[config.mk]
export PLATFORM = sky130hd
export DESIGN_NAME = stm1_vc4_deframer
export DESIGN_NICKNAME = d
export VERILOG_FILES = /design/src/rtl/stm1_vc4_deframer.sv
export SDC_FILE = /design/constraint.sdc
export NUM_CORES = 1
export LEC_CHECK = 0
export BUFFER_PORTS_ARGS = -buffer_cell sky130_fd_sc_hd__clkbuf_2
export CAP_MARGIN = 20
export CORE_ASPECT_RATIO = 0.9
export CORE_MARGIN = 5
export CORE_UTILIZATION = 30
export DETAILED_ROUTE_END_ITERATION = 12
export PLACE_DENSITY = 0.43
export SLEW_MARGIN = 5
export SYNTH_ARGS = -nofsm -noshare
export SYNTH_HDL_FRONTEND = slang
export SYNTH_SLANG_ARGS = --single-unit
[constraint.sdc]
create_clock -name clk -period 6.1 [get_ports clk]
set_input_delay 0.305 -clock clk [delete_from_list [all_inputs] [get_ports clk]]
set_output_delay 0.305 -clock clk [all_outputs]
set_load 0.005 [all_outputs]
[src/rtl/stm1_vc4_deframer.sv]
// STM-1 receive deframer with fixed-position VC-4 / C-4 demapping.
// Acquires A1/A2 framing (HUNT -> PRESYNC -> SYNC), tracks row/col of the
// 270x9 frame and, while in SYNC, emits the POH column (col 9) and the
// 260x9 C-4 payload (cols 10..269). All outputs are registered.
//
// Ports:
//   clk, rst_n                     clock, async active-low reset
//   in_valid, in_data[7:0]         line byte stream (one byte per accepted cycle)
//   out_valid, out_data[7:0]       C-4 payload byte
//   out_row[3:0], out_col[8:0]     C-4 position (row 0..8, col 0..259)
//   out_sof, out_eof               first / last C-4 byte of a frame
//   poh_valid, poh_data[7:0]       VC-4 POH byte
//   poh_row[3:0]                   POH row 0..8
//   in_frame                       frame alignment held (SYNC)
//   frame_err                      one-cycle pulse on a failed check in SYNC
module stm1_vc4_deframer #(
    parameter int          STM1_LENGTH = 270,
    parameter int          STM1_WIDTH  = 9,
    parameter int          SOH_COLS    = 9,
    parameter logic [7:0]  A1_BYTE     = 8'hF6,
    parameter logic [7:0]  A2_BYTE     = 8'h28,
    parameter int          SYNC_COUNT  = 2,
    parameter int          LOSS_COUNT  = 4
) (
    input  logic       clk,
    input  logic       rst_n,
    input  logic       in_valid,
    input  logic [7:0] in_data,
    output logic       out_valid,
    output logic [7:0] out_data,
    output logic [3:0] out_row,
    output logic [8:0] out_col,
    output logic       out_sof,
    output logic       out_eof,
    output logic       poh_valid,
    output logic [7:0] poh_data,
    output logic [3:0] poh_row,
    output logic       in_frame,
    output logic       frame_err
);
    localparam logic [8:0]  LAST_COL  = 9'(STM1_LENGTH - 1);
    localparam logic [3:0]  LAST_ROW  = 4'(STM1_WIDTH - 1);
    localparam logic [8:0]  POH_COL   = 9'(SOH_COLS);
    localparam logic [8:0]  C4_COL0   = 9'(SOH_COLS + 1);
    localparam logic [8:0]  CHECK_COL = 9'd5;      // last A2 byte
    localparam logic [3:0]  SYNC_CNT  = 4'(SYNC_COUNT);
    localparam logic [3:0]  LOSS_CNT  = 4'(LOSS_COUNT);
    localparam logic [47:0] PATTERN   = {A1_BYTE, A1_BYTE, A1_BYTE,
                                         A2_BYTE, A2_BYTE, A2_BYTE};

    typedef enum logic [1:0] {HUNT, PRESYNC, SYNC} state_t;

    state_t      state, state_nxt;
    logic [8:0]  col, col_nxt;
    logic [3:0]  row, row_nxt;
    logic [47:0] shreg, shreg_nxt;
    logic [3:0]  hit, hit_nxt, err, err_nxt;
    logic        pat_ok, at_check, check_bad, emit;

    always_ff @(posedge clk or negedge rst_n) begin
        if (!rst_n) begin
            state <= HUNT;
            col   <= '0;
            row   <= '0;
            shreg <= '0;
            hit   <= '0;
            err   <= '0;
        end else begin
            state <= state_nxt;
            col   <= col_nxt;
            row   <= row_nxt;
            shreg <= shreg_nxt;
            hit   <= hit_nxt;
            err   <= err_nxt;
        end
    end

    always_comb begin
        state_nxt = state;
        col_nxt   = col;
        row_nxt   = row;
        shreg_nxt = shreg;
        hit_nxt   = hit;
        err_nxt   = err;
        check_bad = 1'b0;
        // pattern test includes the byte being accepted now
        pat_ok    = ({shreg[39:0], in_data} == PATTERN);
        at_check  = (row == 4'd0) && (col == CHECK_COL);
        if (in_valid) begin
            shreg_nxt = {shreg[39:0], in_data};
            if (col == LAST_COL) begin
                col_nxt = '0;
                row_nxt = (row == LAST_ROW) ? 4'd0 : row + 4'd1;
            end else begin
                col_nxt = col + 9'd1;
            end
            unique case (state)
                HUNT: begin
                    if (pat_ok) begin
                        // this byte is row 0 col 5; next one is col 6
                        col_nxt   = CHECK_COL + 9'd1;
                        row_nxt   = 4'd0;
                        hit_nxt   = 4'd1;
                        err_nxt   = 4'd0;
                        state_nxt = (SYNC_CNT == 4'd1) ? SYNC : PRESYNC;
                    end
                end
                PRESYNC: begin
                    if (at_check) begin
                        if (pat_ok) begin
                            hit_nxt = hit + 4'd1;
                            if (hit + 4'd1 >= SYNC_CNT) begin
                                state_nxt = SYNC;
                                err_nxt   = 4'd0;
                            end
                        end else begin
                            state_nxt = HUNT;
                            shreg_nxt = '0;
                        end
                    end
                end
                SYNC: begin
                    if (at_check) begin
                        if (pat_ok) begin
                            err_nxt = 4'd0;
                        end else begin
                            check_bad = 1'b1;
                            err_nxt   = err + 4'd1;
                            if (err + 4'd1 >= LOSS_CNT) begin
                                state_nxt = HUNT;
                                shreg_nxt = '0;
                            end
                        end
                    end
                end
                default: state_nxt = HUNT;
            endcase
        end
    end

    // output decision uses the state the byte was accepted in
    assign emit = in_valid && (state == SYNC);

    always_ff @(posedge clk or negedge rst_n) begin
        if (!rst_n) begin
            out_valid <= 1'b0;
            out_data  <= '0;
            out_row   <= '0;
            out_col   <= '0;
            out_sof   <= 1'b0;
            out_eof   <= 1'b0;
            poh_valid <= 1'b0;
            poh_data  <= '0;
            poh_row   <= '0;
            in_frame  <= 1'b0;
            frame_err <= 1'b0;
        end else begin
            out_valid <= 1'b0;
            out_sof   <= 1'b0;
            out_eof   <= 1'b0;
            poh_valid <= 1'b0;
            frame_err <= check_bad;
            in_frame  <= (state_nxt == SYNC);
            if (emit && col >= C4_COL0) begin
                out_valid <= 1'b1;
                out_data  <= in_data;
                out_row   <= row;
                out_col   <= col - C4_COL0;
                out_sof   <= (row == 4'd0) && (col == C4_COL0);
                out_eof   <= (row == LAST_ROW) && (col == LAST_COL);
            end else if (emit && col == POH_COL) begin
                poh_valid <= 1'b1;
                poh_data  <= in_data;
                poh_row   <= row;
            end
        end
    end
endmodule

# ---- After elaboration in Yosys (flattened, before gate mapping)
# Cells that the tools add are included.
# W data, S select, Z words.
dict set report totals {
  input_bits 11
  out_inout_bits 39
  word_cells 95
  register_bits 102
}
dict set report op_classes {
  n_reduce_logical 13
  mux 42
  n_addsub 5
  magnitude_cmp 3
  n_bitwise 1
  eq_ne 14
}
# op count
set op_table {}
lappend op_table {{$mux W40} 5}
lappend op_table {{$pmux W40 S2} 1}
lappend op_table {{$mux W4} 13}
lappend op_table {{$eq A48 B48 Y1 const B} 1}
lappend op_table {{$mux W9} 3}
lappend op_table {{$eq A9 B4 Y1 const B} 2}
lappend op_table {{$mux W2} 8}
lappend op_table {{$add A4 B1 Y4 const B} 3}
lappend op_table {{$pmux W4 S3} 1}
lappend op_table {{$ne A2 B2 Y1 const B} 5}
lappend op_table {{$add A9 B1 Y9 const B} 1}
lappend op_table {{$eq A9 B3 Y1 const B} 1}
lappend op_table {{$eq A9 B9 Y1 const B} 1}
lappend op_table {{$ge A9 B4 Y1 const B} 1}
lappend op_table {{$mux W1} 9}
lappend op_table {{$sub A9 B4 Y9 const B} 1}
lappend op_table {{$pmux W4 S2} 1}
lappend op_table {{$reduce_and A7 Y1} 1}
lappend op_table {{$logic_and A1 B1 Y1} 6}
lappend op_table {{$pmux W2 S3} 1}
lappend op_table {{$reduce_and A5 Y1} 1}
lappend op_table {{$eq A2 B2 Y1 const B} 2}
lappend op_table {{$eq A4 B4 Y1 const B} 1}
lappend op_table {{$ge A4 B2 Y1 const B} 1}
lappend op_table {{other kinds (8)} 8}

# ---- Logic depth before layout (Yosys ltp)
dict set report depth {
  depth_word 8
  ltp_mapped 9
  depth_no_buf 8
}

# ---- Worst setup path after synthesis
# Ideal clock, no wire load.
dict set report synth_timing {
  kind {reg-to-reg}
  startpoint {reg row[0]}
  endpoint {reg shreg[0]}
  setup_slack_ps 3866
  n_path_buf 1
  required_ps 5981
  synth_period_minus_slack_ps 2234
  stages_incl_launch_ff 9
  arrival_time_ps 2115
  setup_ps 119
  path_cell_list {dfrtp_1 > inv_1 > ha_1 > nor3b_1 > nand4_4 > or3_1 > a21oi_4 > buf_6 > nor2_2}
}
dict set report synth_via {
  elab_chain_cells 4
  word_cells_on_any_way 5
  classes_between {mux (3); reduce/logical (2)}
}
# element line
set synth_lines {}
lappend synth_lines {{from (decl)} 55} ;# logic [3:0] row, row_nxt;
lappend synth_lines {{from (signal assigned)} 71} ;# row <= row_nxt;
lappend synth_lines {{$logic_not A4 Y1 (*)} 88} ;# at_check = (row == 4'd0) && (col == CHECK_COL);
lappend synth_lines {{$logic_and A1 B1 Y1 (*)} 88}
lappend synth_lines {{$mux W40 (on tied branches)} {123, 109}}
lappend synth_lines {{$pmux W40 S2 (*)} 97} ;# unique case (state)
lappend synth_lines {{to (signal assigned)} 72} ;# shreg <= shreg_nxt;
lappend synth_lines {{to (decl)} 56} ;# logic [47:0] shreg, shreg_nxt;
# Every way passes the cells marked *; elsewhere a longest branch is shown, timed or not.
# A chain may end at the register's enable or synchronous reset.

# ---- Final worst setup path
dict set report layout_timing {
  startpoint {reg row[0]}
  endpoint {reg shreg[27]}
}
# The elaborated chain is that of the path after synthesis.

==> metrics.md <==
| Metric | Value |
|---|---|
| Critical Path End Type | register |
| Critical Path Stages | 9 |
| Mapped Nets | between 400 and 500 |
| Status | finished, final reports clean |
| Endpoints failing hold | 0 |
| Slowest CP cell | a21oi_4 |
| Delay-heaviest family, CP | simple AND/OR/NAND/NOR gates |
| Clock skew | 0.00891 ns |
| Tcrit/Tclk final | 0.465 |
| Worst reg2reg path depth | 9 |
| DRT antenna net count | 0 |
| MaxCap Viol Count | 0 |
| Clock Latency Late Sink | 0.36 ns |
| Leakage | between 0.002 and 0.003 uW |
| Multi-input gate area in the final layout | 2210 um^2 |
| Buf+Inv Stages, Crit Path | 2 |
| Gr usage total | 0.122 |
| Setup slack, reg-to-reg | 3.27 ns |
| Yosys cell types | 60 |
| Max-slew violations | 0 |
| Hold_sp | in_data[5] |
| Die width | between 100 and 150 um |
| Core box area | 16200 um^2 |
| Crit path capture | shreg[27] |
| Ys async rst share | 1.00 |
| Most used flip-flop cell after synthesis | dfrtp_1 |
| Pwr Total | about 1700 uW |
| Die outline area | 19200 um^2 |
| HP Class | primary input to register |
| Sequential area share after synthesis | 0.516 |
| Drt first pass iters | 4 |
| DP HPWL | 7750 um |
| Worst setup SP type | register |
| Share of cells above drive strength 1 | 0.244 |
| Syn. warnings | 0 |
| Nets | 507 |
| RSZ-0062 raised after global routing | false |
| Met1 GRT Util | 0.173 |
| Reg area | 2550 um^2 |
| CP required | 6.35 ns |
| VDD IR max | 0.169 mV |
| Setup WS post-layout | about 3.3 ns |
| Post-Syn Instances | 439 |
| CTS Buf Count | 9 |
| First-pass GRT wire length | 19000 um |
| Most frequent cells in the layout | dfrtp_1 (102), clkbuf_2 (48), nor2_1 (45), mux2i_1 (40), nand2_1 (28) |
| CP max stage delay | about 0.55 ns |
| DR vias/cell | ~4.8 |
| GR peak layer | met2 |
| FILL cells | 1652 |
| Min Tclk post-route | approximately 2.8 ns |
| Count of final setup violators | 0 |
| Sinks on Clock Net | around 100 |
| Setup bufs post-CTS | 0 |
| Post-synthesis compound-gate area fraction | 0.0788 |
| Largest net degree at the start of global routing | 60 |
| Grt met3 use | 0.0433 |
| WHS | 0.246 ns |
| WL final | 11100 um |
| Vias | approximately 3300 |
| Die height | 132 um |
| Synth Register Bits | 102 |
| Post-Syn Area | 4950 um^2 |
| Largest family of logic cells by synthesized area | simple AND/OR/NAND/NOR gates |
| Commonest non-fill, non-tap cell in the layout | dfrtp_1 |
| Max FO, Critical Path | 23 |
| IO buf count | 49 |
| Setup CP Type | register to register |
| Power per Cell Area | 292 nW/um^2 |
| Area delta synth->final | 14.9% |
| Clock Tree Buf Depth | 2 |
| Clock-pin slew on the worst setup and hold paths | approximately 0.070 ns |
| Diode count | 0 |
| Initial Util | 0.306 |
| Fmax | 353 MHz |
| DP Worst Slack | approximately 3.1 ns |
| Ports | 50 |
| Area share of fa/ha/maj cells after synthesis | 0.0354 |
| Cell row count | 44 |
| Fin Setup TNS | 0 ns |
| DRT iter0 DRCs | ~190 |
| Via count of the first global-routing pass | between 3000 and 4000 |
| Remaining DRCs | 0 |
| Worst relative slew slack | 0.437 |
| Mux contribution to synthesized area | 0.133 |
| Initial antenna violation count | 0 |
| H-tree Lvls | 3 |
| CTS tree | done |
| Xor/xnor share of the synthesized area | 0.0248 |
| GRT overflow | 0 |
| Worst R2R End | shreg[27] |
| Syn Area/Cell | 11.3 um^2 |
| RD Place Congestion | around 0.76 |
| Post-synth EDFFs | 0 |
| Critical Path, Cell by Cell | inv_1 > ha_1 > nor3b_1 > nand4_4 > or2_1 > o22a_1 > a21oi_4 > buf_16 > nor2_1 |
| Critical Path AT | 3.08 ns |
| Root Driver | clkbuf_16 |
| FF-to-FF Start | row[0] |
| DR WL/cell | 16.1 um |
| Synth Area in Simple Gates | 0.174 |
| CP startpoint | row[0] |
| Met2 Resource Use GR | 0.176 |
| Worst Max-Slew Pin Slew | 0.845 ns |
## worst reg2reg max path, cell delays in order, from the launching register on
cell	delay (ns)
dfrtp_1	0.41
inv_1	0.12
ha_1	0.18
nor3b_1	0.44
nand4_4	0.23
or2_1	0.27
o22a_1	0.20
a21oi_4	0.55
buf_16	0.25
nor2_1	0.07
## through the flow
| step | std cells | util | instance area (um^2) |
|---|---|---|---|
| floorplan | 439 | - | 4950 |
| global placement | 675 | 0.330 | 5350 |
| detailed placement | 677 | 0.333 | 5390 |
| CTS | 694 | 0.351 | 5690 |
| global route | 694 | 0.351 | 5690 |
| finish | 694 | 0.351 | 5690 |
## what timing repair did
action | in CTS | in global routing
hold buffers | 1 | 0
gates resized for setup | 0 | 0
hold endpoints to repair | 43 | 0
## final cells by class
type	instances	share of cell area
Multi-Input combinational cell	300	0.389
Clock buffer	11	0.0444
Clock inverter	5	0.00682
Sequential cell	102	0.449
Timing Repair Buffer	55	0.0561
Inverter	14	0.00924
Tap cell	207	0.0455
## power by group
part           total [uW]  internal, uW  switching [uW]
Sequential            835           747            87.5
Combinational         256           115             140
Clock                 573           303             269
Total                1660          1170             497
## worst min path at each step
stage                  end  cells after the start
2_1_floorplan       col[0]                      0
3_3_place_gp        hit[0]                      1
3_5_place_dp        hit[0]                      1
4_1_cts        poh_data[1]                      2
5_1_grt        poh_data[1]                      2
6_report       poh_data[5]                      2
## routing by layer
metal | vias up | part of all wire
li1 | 1627 | -
met3 | 11 | 0.044
met4 | 0 | 0.013
met5 | - | 0
met2 | 55 | 0.43
met1 | 1625 | 0.51
## cell usage after synthesis (all sizes together), types with 8 or more instances
library cell	instances	area, um^2
dfrtp	102	2550
nor2	55	231
mux2i	40	400
nand2	29	111
o21ai	25	125
mux2	23	259
clkbuf	14	53.8
ha	14	175
inv	13	48.8
nor3	13	91.3
nand3	11	55.1
buf	9	85.1
a21oi	8	62.6
## flip-flops by register name, summed over array words and instances, names as in the netlist, 8 cells and up
name / flops
shreg: 40
col: 9
out_col: 9
out_data: 8
poh_data: 8
## cell families (layout without fill, tap and decap cells)
logic type / Yosys count / in the layout
buffers and inverters: 37 / 85
flip-flops: 102 / 102
adder cells (fa/ha/maj): 14 / 14
AND/OR/NAND/NOR: 151 / 151
XOR/XNOR: 14 / 14
AO/OA/AOI/OAI: 58 / 58
multiplexers: 63 / 63
Power figures use the tool's default switching activity.
